### config.mk
export PLATFORM = sky130hd
export DESIGN_NAME = shapool_job_loader
export DESIGN_NICKNAME = d
export VERILOG_FILES = /design/src/rtl/shapool_job_loader.sv
export SDC_FILE = /design/constraint.sdc
export NUM_CORES = 1
export LEC_CHECK = 0
export BUFFER_PORTS_ARGS = -buffer_cell sky130_fd_sc_hd__buf_4
export CORE_MARGIN = 8
export CORE_UTILIZATION = 45
export CTS_BUF_LIST = sky130_fd_sc_hd__clkbuf_8
export CTS_CLUSTER_SIZE = 30
export DETAILED_ROUTE_END_ITERATION = 12
export PLACE_DENSITY = 0.73
export SLEW_MARGIN = 20
export SYNTH_ARGS = -nofsm -noshare
export SYNTH_HDL_FRONTEND = slang
export SYNTH_SLANG_ARGS = --single-unit
export TNS_END_PERCENT = 50
### constraint.sdc
create_clock -name hwclk -period 1.55 [get_ports hwclk]
set_input_delay 0.155 -clock hwclk [delete_from_list [all_inputs] [get_ports hwclk]]
set_output_delay 0.155 -clock hwclk [all_outputs]
set_load 0.01 [all_outputs]
### src/rtl/shapool_job_loader.sv
// Serial job intake for the shapool hashing core: oversampled broadcast/daisy shift-in, commit, valid/ready hand-off.
// Optional readback of the previous broadcast job on data_out: define SHAPOOL_LOADER_READBACK_EN.
//
// state    | meaning
// ---------+------------------------------------------------------------
// S_IDLE   | no frame in progress, counters at 0
// S_LOAD_G | shifting broadcast bits into global_sr
// S_LOAD_D | shifting daisy bits, waiting for daisy_sel to fall
// S_COMMIT | one cycle: check bit counts, publish job or flag framing error
// S_PEND   | job_valid high, outputs frozen until job_ready
module shapool_job_loader #(
    parameter int GLOBAL_BITS = 352,
    parameter int DAISY_BITS  = 8,
    parameter int SYNC_STAGES = 2
) (
    input  logic                  hwclk,
    input  logic                  reset_in,
    input  logic                  data_clk,
    input  logic                  data_in,
    input  logic                  daisy_sel,
    input  logic                  daisy_in,
    output logic                  daisy_out,
    input  logic                  job_ready,
    output logic                  job_valid,
    output logic [255:0]          job_midstate,
    output logic [95:0]           job_data,
    output logic [DAISY_BITS-1:0] nonce_prefix,
    output logic                  frame_error,
    output logic                  data_out,
    output logic                  data_out_en
);

    localparam int GW = $clog2(GLOBAL_BITS + 2);
    localparam int DW = $clog2(DAISY_BITS + 2);
    localparam logic [GW-1:0] G_FULL = GW'(GLOBAL_BITS);
    localparam logic [GW-1:0] G_SAT  = GW'(GLOBAL_BITS + 1);
    localparam logic [DW-1:0] D_FULL = DW'(DAISY_BITS);
    localparam logic [DW-1:0] D_SAT  = DW'(DAISY_BITS + 1);

    typedef enum logic [2:0] {
        S_IDLE   = 3'd0,
        S_LOAD_G = 3'd1,
        S_LOAD_D = 3'd2,
        S_COMMIT = 3'd3,
        S_PEND   = 3'd4
    } state_t;

    state_t state, state_nxt;

    logic [SYNC_STAGES-1:0] clk_sync, din_sync, sel_sync, dsy_sync;
    logic                   clk_hist, sel_hist;
    logic                   clk_s, din_s, sel_s, dsy_s;
    logic                   rise, sel_fall, g_shift, d_shift, overrun;

    logic [GLOBAL_BITS-1:0] global_sr;
    logic [DAISY_BITS-1:0]  daisy_sr, nonce_snap;
    logic [GW-1:0]          gcnt;
    logic [DW-1:0]          dcnt;

    logic in_commit, commit_ok, commit_bad, idle_err, d_count;

    always_ff @(posedge hwclk) begin
        if (reset_in) begin
            clk_sync <= '0;
            din_sync <= '0;
            sel_sync <= '0;
            dsy_sync <= '0;
            clk_hist <= 1'b0;
            sel_hist <= 1'b0;
        end else begin
            clk_sync <= {clk_sync[SYNC_STAGES-2:0], data_clk};
            din_sync <= {din_sync[SYNC_STAGES-2:0], data_in};
            sel_sync <= {sel_sync[SYNC_STAGES-2:0], daisy_sel};
            dsy_sync <= {dsy_sync[SYNC_STAGES-2:0], daisy_in};
            clk_hist <= clk_s;
            sel_hist <= sel_s;
        end
    end

    assign clk_s = clk_sync[SYNC_STAGES-1];
    assign din_s = din_sync[SYNC_STAGES-1];
    assign sel_s = sel_sync[SYNC_STAGES-1];
    assign dsy_s = dsy_sync[SYNC_STAGES-1];

    // Edge class comes from the synced daisy_sel of the same cycle.
    assign rise     = clk_s & ~clk_hist;
    assign sel_fall = sel_hist & ~sel_s;
    assign g_shift  = rise & ~sel_s & ~job_valid;
    assign d_shift  = rise & sel_s;
    assign overrun  = rise & ~sel_s & job_valid;

    always_ff @(posedge hwclk) begin
        if (reset_in) begin
            state <= S_IDLE;
        end else begin
            state <= state_nxt;
        end
    end

    always_comb begin
        state_nxt = state;
        case (state)
            S_IDLE:   if (g_shift)  state_nxt = S_LOAD_G;
            S_LOAD_G: if (d_shift)  state_nxt = S_LOAD_D;
            S_LOAD_D: if (sel_fall) state_nxt = S_COMMIT;
            S_COMMIT: state_nxt = commit_ok ? S_PEND : S_IDLE;
            S_PEND:   if (job_valid && job_ready) state_nxt = S_IDLE;
            default:  state_nxt = S_IDLE;
        endcase
    end

    always_comb begin
        in_commit  = (state == S_COMMIT);
        commit_ok  = in_commit && (gcnt == G_FULL) && (dcnt >= D_FULL);
        commit_bad = in_commit && !commit_ok;
        idle_err   = (state == S_IDLE) && sel_fall;
        d_count    = (state == S_LOAD_G) || (state == S_LOAD_D);
    end

    // Daisy bits keep moving while a job is pending so downstream devices can still load.
    always_ff @(posedge hwclk) begin
        if (reset_in) begin
            global_sr   <= '0;
            daisy_sr    <= '0;
            nonce_snap  <= '0;
            gcnt        <= '0;
            dcnt        <= '0;
            daisy_out   <= 1'b0;
            job_valid   <= 1'b0;
            frame_error <= 1'b0;
        end else begin
            if (g_shift) begin
                global_sr <= {global_sr[GLOBAL_BITS-2:0], din_s};
                if (gcnt != G_SAT) gcnt <= gcnt + 1'b1;
            end
            if (d_shift) begin
                daisy_sr <= {daisy_sr[DAISY_BITS-2:0], dsy_s};
                if (d_count && (dcnt != D_SAT)) dcnt <= dcnt + 1'b1;
            end
            daisy_out <= daisy_sr[DAISY_BITS-1];
            if (in_commit || idle_err) begin
                gcnt <= '0;
                dcnt <= '0;
            end
            if (commit_ok) begin
                job_valid   <= 1'b1;
                frame_error <= 1'b0;
                nonce_snap  <= daisy_sr;
            end
            if (commit_bad || idle_err || overrun) frame_error <= 1'b1;
            if (job_valid && job_ready) job_valid <= 1'b0;
        end
    end

    assign job_midstate = global_sr[GLOBAL_BITS-1:96];
    assign job_data     = global_sr[95:0];
    assign nonce_prefix = job_valid ? nonce_snap : daisy_sr;

`ifdef SHAPOOL_LOADER_READBACK_EN
    logic rb_bit;

    always_ff @(posedge hwclk) begin
        if (reset_in) begin
            rb_bit <= 1'b0;
        end else if (g_shift) begin
            rb_bit <= global_sr[GLOBAL_BITS-1];
        end
    end

    assign data_out_en = (state == S_LOAD_G);
    assign data_out    = rb_bit & data_out_en;
`else
    assign data_out    = 1'b0;
    assign data_out_en = 1'b0;
`endif

endmodule

==> impl_metrics.json, run 1 <==
{
  "status": "finished, violations left",
  "violations": "setup timing",
  "drt_wl_total_um": 46400,
  "ant_nets": 0,
  "core_area_um2": 30400,
  "synth_mux_area_share_pct": 1.44,
  "die_h_um": 192,
  "placed_area_um2": 17400,
  "synth_edf_count": 0,
  "ys_ff_latch": 397,
  "antenna-diode-count": 0,
  "hold_viol": 0,
  "synth-simple-area-share_pct": 22.4,
  "post_drt_wl_per_cell_um": 17.9,
  "worstPathArrival_ps": 2220,
  "netlist_instances": 1737,
  "first_iter_violations": 943,
  "max_freq_mhz": 573,
  "fin_area_um2": 20500,
  "area_delta_synth_final_pct": 48.1,
  "synth_top_family_by_area": "simple AND/OR/NAND/NOR gates",
  "critical_path_class": "register to register",
  "hold_class": "input port to register",
  "synth_area_um2": 13900,
  "die_w_um": 192,
  "fin_crit_ps": 1750,
  "busiest_layer": "met2",
  "layout.nets": 2172,
  "worst_setup_path_end_kind": "register",
  "cp_max_fo": 9,
  "die_area_um2": 36700,
  "setup_violations": 376,
  "gp_congestion": 0.832,
  "grt_util_all_layers_pct": 21.4,
  "gr-usage-met1_pct": 25.1,
  "grt_use_met3_pct": 8.63,
  "syn-mean-instance-area_um2": 7.98,
  "vias": 13486,
  "cts_tree": "built",
  "synthAdderAreaFrac_pct": 0.542,
  "cp-start-kind": "register",
  "p_leak_uw": 0.00811,
  "ff2ff_path_depth": 6,
  "htree_levels": 2,
  "layout_common_cells": "nand2_1, buf_4, dfxtp_1, a21oi_1, a21oi_2",
  "rsz0062_at_grt": "yes",
  "start_util_pct": 45.6,
  "hold_depth": 3,
  "maxCapViolations": 0,
  "min_period_over_period_pct": 113,
  "pin_count": 372,
  "final_cells": 2585,
  "finalClockSkew_ps": 20.9,
  "synth_cell_types": 37,
  "synth-xor-area-share_pct": 0.695,
  "antenna_found_initial": 0,
  "layout_commonest_cell": "nand2_1",
  "max-vdd-ir-drop_uv": 673,
  "path_clk_slew_ps": 60,
  "ys_warn_count": 0,
  "io_buffers": 369,
  "grt_overflow": 0,
  "grt_start_max_net_pins": 82,
  "cts_sinks": 397,
  "finalMaxSlewViolations": 0,
  "power_density_nw_per_um2": 942,
  "grt_pass1_wl_um": 64900,
  "async_flop_share_pct": 0,
  "grt_use_met2_pct": 35.3,
  "setup_ws_ps": -196,
  "synthTopCellsByArea": "dfxtp_1, nand2_1, a21oi_1, clkbuf_1, mux2i_1",
  "synth_largest_area_cell": "dfxtp_1",
  "numCtsBuffers": 61,
  "place_inst": 2434,
  "insertion_delay_ps": 600,
  "drive_above_1_share_pct": 33.9,
  "hpwl_um": 27100,
  "cts_buffer_depth": 3,
  "first_global_vias": 12552,
  "dr.pass1.iters": 5,
  "yosysSeqAreaShare_pct": 57.3,
  "synth_compound_area_share_pct": 13.6,
  "synth_top_cell_area_share_pct": 57.3,
  "synthFlopType": "dfxtp_1",
  "drc": 0,
  "critPathRequiredTime_ps": 2020,
  "vias_per_cell": 5.22,
  "cts-root-buf": "clkbuf_8",
  "rows": 64
}
[registers in the layout, indices dropped and copies added (netlist names), 3 cells and up]
register	cells
dcnt	4
nonce_snap	8
gcnt	9
state	3
global_sr	352
daisy_sr	8
[worst paths after layout]
| check | from | endpoint | slack, ps |
|---|---|---|---|
| max | job_valid | global_sr[173] | -200 |
| min | daisy_sel | sel_sync[0] | 330 |
| max reg2reg | job_valid | global_sr[173] | -200 |
| min reg2reg | dsy_sync[0] | dsy_sync[1] | 440 |
[metrics by stage]
stage / total power, µW / util [%] / worst slack [ps] / hold slack, ps / TNS, ps
5_1_grt: 20000 / 67.5 / -251 / 336 / -53420
6_report: 19300 / 67.5 / -196 / 333 / -29440
2_1_floorplan: 10800 / - / -63.2 / 283 / -4340
3_3_place_gp: 11000 / 57.0 / -51.4 / 375 / -324
3_5_place_dp: 11000 / 57.0 / -74.5 / 380 / -2570
4_1_cts: 19300 / 63.6 / -193 / 303 / -35150
[cells by family after synthesis]
group | Yosys count
AND/OR/NAND/NOR | 790
flip-flops | 397
AO/OA/AOI/OAI | 372
buffers and inverters | 141
multiplexers | 19
XOR/XNOR | 11
adder cells (fa/ha/maj) | 6
other | 1
[area by class of cell]
type                            count  area (µm²)
Clock inverter                     23         141
Inverter                            9        33.8
Sequential cell                   397        7950
Fill cell                        2328        9900
Tap cell                          396         495
Multi-Input combinational cell   1200        6180
Timing Repair Buffer              490        4760
Clock buffer                       70         963
[power breakdown]
group / switching, µW / leakage, µW / internal [µW]
Combinational: 573 / 0.00427 / 374
Sequential: 6.54 / 0.00320 / 10200
Clock: 3810 / 0.000641 / 4350
Total: 4390 / 0.00811 / 14900
[worst max-delay path: stages (launching register included)]
cell	delay [ps]
dfxtp_4	370
or4b_4	610
buf_12	210
buf_8	140
clkbuf_16	160
nand2_1	70
a21oi_1	60
[routing by layer]
| layer | up-vias | part of all wire (%) |
|---|---|---|
| met3 | 111 | 11 |
| met1 | 6337 | 38 |
| met5 | - | 0 |
| met2 | 577 | 48 |
| li1 | 6461 | - |
| met4 | 0 | 3.0 |
[cells in the mapped netlist (5+ instances only)]
library cell,count
mux2i_1,11
nor2_1,24
nand4_1,5
dfxtp_1,397
clkbuf_1,103
ha_1,6
nand2_1,725
buf_2,10
mux2_2,8
a21oi_1,365
xnor2_1,8
buf_1,17
nor2b_1,12
inv_1,9
[what timing repair did]
item | in CTS | in global routing
hold buffers | 6 | 0
pin swaps | 5 | 62
endpoints found under the setup margin | 250 | 384
setup buffers | 12 | 5
cloned | 17 | 22
hold endpoints to repair | 23 | 0
resized for setup | 70 | 214
(Power assumes the default switching activity.)
==> inputs of run 2 (changes only) <==
Settings changed: CTS_BUF_LIST sky130_fd_sc_hd__clkbuf_8 to sky130_fd_sc_hd__clkbuf_4 sky130_fd_sc_hd__clkbuf_8.
==> impl_metrics.json, run 2 (same netlist as run 1, synthesis figures left out) <==
{
  "finalMaxSlewViolations": 0,
  "crit_path_start": "job_valid",
  "violations": "setup timing",
  "cts_buffer_depth": 3,
  "tns_ps": -47530,
  "r2r_start": "job_valid",
  "die_area_um2": 36700,
  "path_buf_inv": 2,
  "rows": 64,
  "place_inst": 2434,
  "numCtsBuffers": 61,
  "antenna_found_initial": 0,
  "layout.nets": 2138,
  "io_buffers": 369,
  "grt_overflow": 0,
  "die_h_um": 192,
  "drc": 0,
  "cp_max_fo": 6,
  "status": "finished, violations left",
  "vias_per_cell": 5.02,
  "post_drt_wl_per_cell_um": 15.9,
  "crit_chain": "buf_6 > or4b_4 > buf_12 > nor4_4 > xnor2_1 > nor2_1",
  "setup_violations": 374,
  "setup_ws_ps": -225,
  "hold_viol": 0,
  "p_int_uw": 15200,
  "crit_family": "simple AND/OR/NAND/NOR gates",
  "ant_nets": 0,
  "power.total_uw": 19400,
  "slowest_stage": "or4b_4",
  "power.switching_uw": 4190,
  "drive_above_1_share_pct": 26.6,
  "fin_area_um2": 19100,
  "die_w_um": 192,
  "max_stage_delay_ps": 540,
  "hold_class": "input port to register",
  "p_leak_uw": 0.00746,
  "pin_count": 372,
  "fin_crit_ps": 1770,
  "cp-start-kind": "register",
  "largest_register_ffs": 352,
  "start_util_pct": 45.6,
  "worstPathArrival_ps": 2250,
  "cts-root-buf": "clkbuf_8",
  "grt_start_max_net_pins": 82,
  "crit_cells": 6,
  "seqPwrFrac_pct": 52.6,
  "cts_tree": "built",
  "max-vdd-ir-drop_uv": 700,
  "core_area_um2": 30400,
  "hold_depth": 3,
  "finalClockSkew_ps": 13.9,
  "met2WireLength_um": 19100,
  "antenna-diode-count": 0,
  "layout_commonest_cell": "nand2_1",
  "wl_met3_um": 4590,
  "critPathRequiredTime_ps": 2030,
  "min-delay-start": "daisy_sel",
  "m1WireLength_um": 15900,
  "min_period_over_period_pct": 115,
  "first_global_vias": 12150,
  "htree_levels": 2,
  "grt_pass1_wl_um": 61800,
  "ff2ff_path_depth": 6,
  "worst_setup_path_end_kind": "register",
  "power_density_nw_per_um2": 1020,
  "area_delta_synth_final_pct": 37.9,
  "gp_congestion": 0.832,
  "p_comb_share_pct": 3.5,
  "highest_layer": "met4",
  "rsz0062_at_grt": "yes",
  "layout_common_cells": "nand2_1, buf_4, dfxtp_1, a21oi_1, clkbuf_8",
  "first_iter_violations": 714,
  "hpwl_um": 27100,
  "placed_area_um2": 17400,
  "max_freq_mhz": 563,
  "dr.pass1.iters": 5,
  "vias": 12808,
  "critical_path_class": "register to register",
  "maxCapViolations": 0,
  "drt_wl_total_um": 40400,
  "r2r_slack_ps": -220,
  "final_cells": 2551,
  "p_clk_share_pct": 43.9,
  "insertion_delay_ps": 580,
  "final_util_pct": 62.8,
  "cts_sinks": 397,
  "top_register": "global_sr",
  "path_clk_slew_ps": 60,
  "grt_util_all_layers_pct": 20.2,
  "reg.largest.list": "global_sr (352), gcnt (9)",
  "switching_share_pct": 21.6
}
[run 2: metrics by stage]
stage	hold WS (ps)	setup WS (ps)
final	339	-225
after global placement	375	-51.4
after detailed placement	380	-74.5
after CTS	302	-192
after global routing	340	-265
after floorplan	283	-63.2
[run 2: path summary, 6_finish.rpt]
check | to
min | sel_sync[0]
max reg2reg | gcnt[7]
min reg2reg | dsy_sync[1]
max | gcnt[7]
[run 2: worst register-to-register path, cell delays in order, from the launching register on]
cell,delay (ps)
dfxtp_4,370
buf_6,120
or4b_4,540
buf_12,190
nor4_4,230
xnor2_1,160
nor2_1,60
[run 2: final cells by class]
cell class                 count  area, µm²
multi-input combinational   1200       5520
clock inverter                 4       70.1
tap                          396        495
timing repair buffer         456       3930
fill                        2585      11300
sequential                   397       7950
inverter                       9       33.8
clock buffer                  89       1110
[run 2: timing repair]
item                                   CTS  global route
setup buffers                            8             2
hold buffers                             6             0
pin swaps                                3            12
cloned                                   4             5
endpoints found under the hold margin   23             0
gates resized for setup                 43            22
setup endpoints to repair              235           383
[run 2: power by group through the flow]
stage / sequential (µW) / clock, µW / combinational [µW]
after detailed placement: 10400 / 0 / 582
final: 10200 / 8540 / 673
after global placement: 10400 / 0 / 579
after floorplan: 10500 / 0 / 380
after global routing: 10200 / 9140 / 726
after CTS: 10200 / 8740 / 631
[run 2: metal layers]
| layer | up-vias | track usage [%] |
|---|---|---|
| li1 | 6352 | - |
| met1 | 5960 | 23.9 |
| met2 | 425 | 33.1 |
| met3 | 71 | 8.43 |
| met4 | 0 | 5.77 |
| met5 | - | 0 |
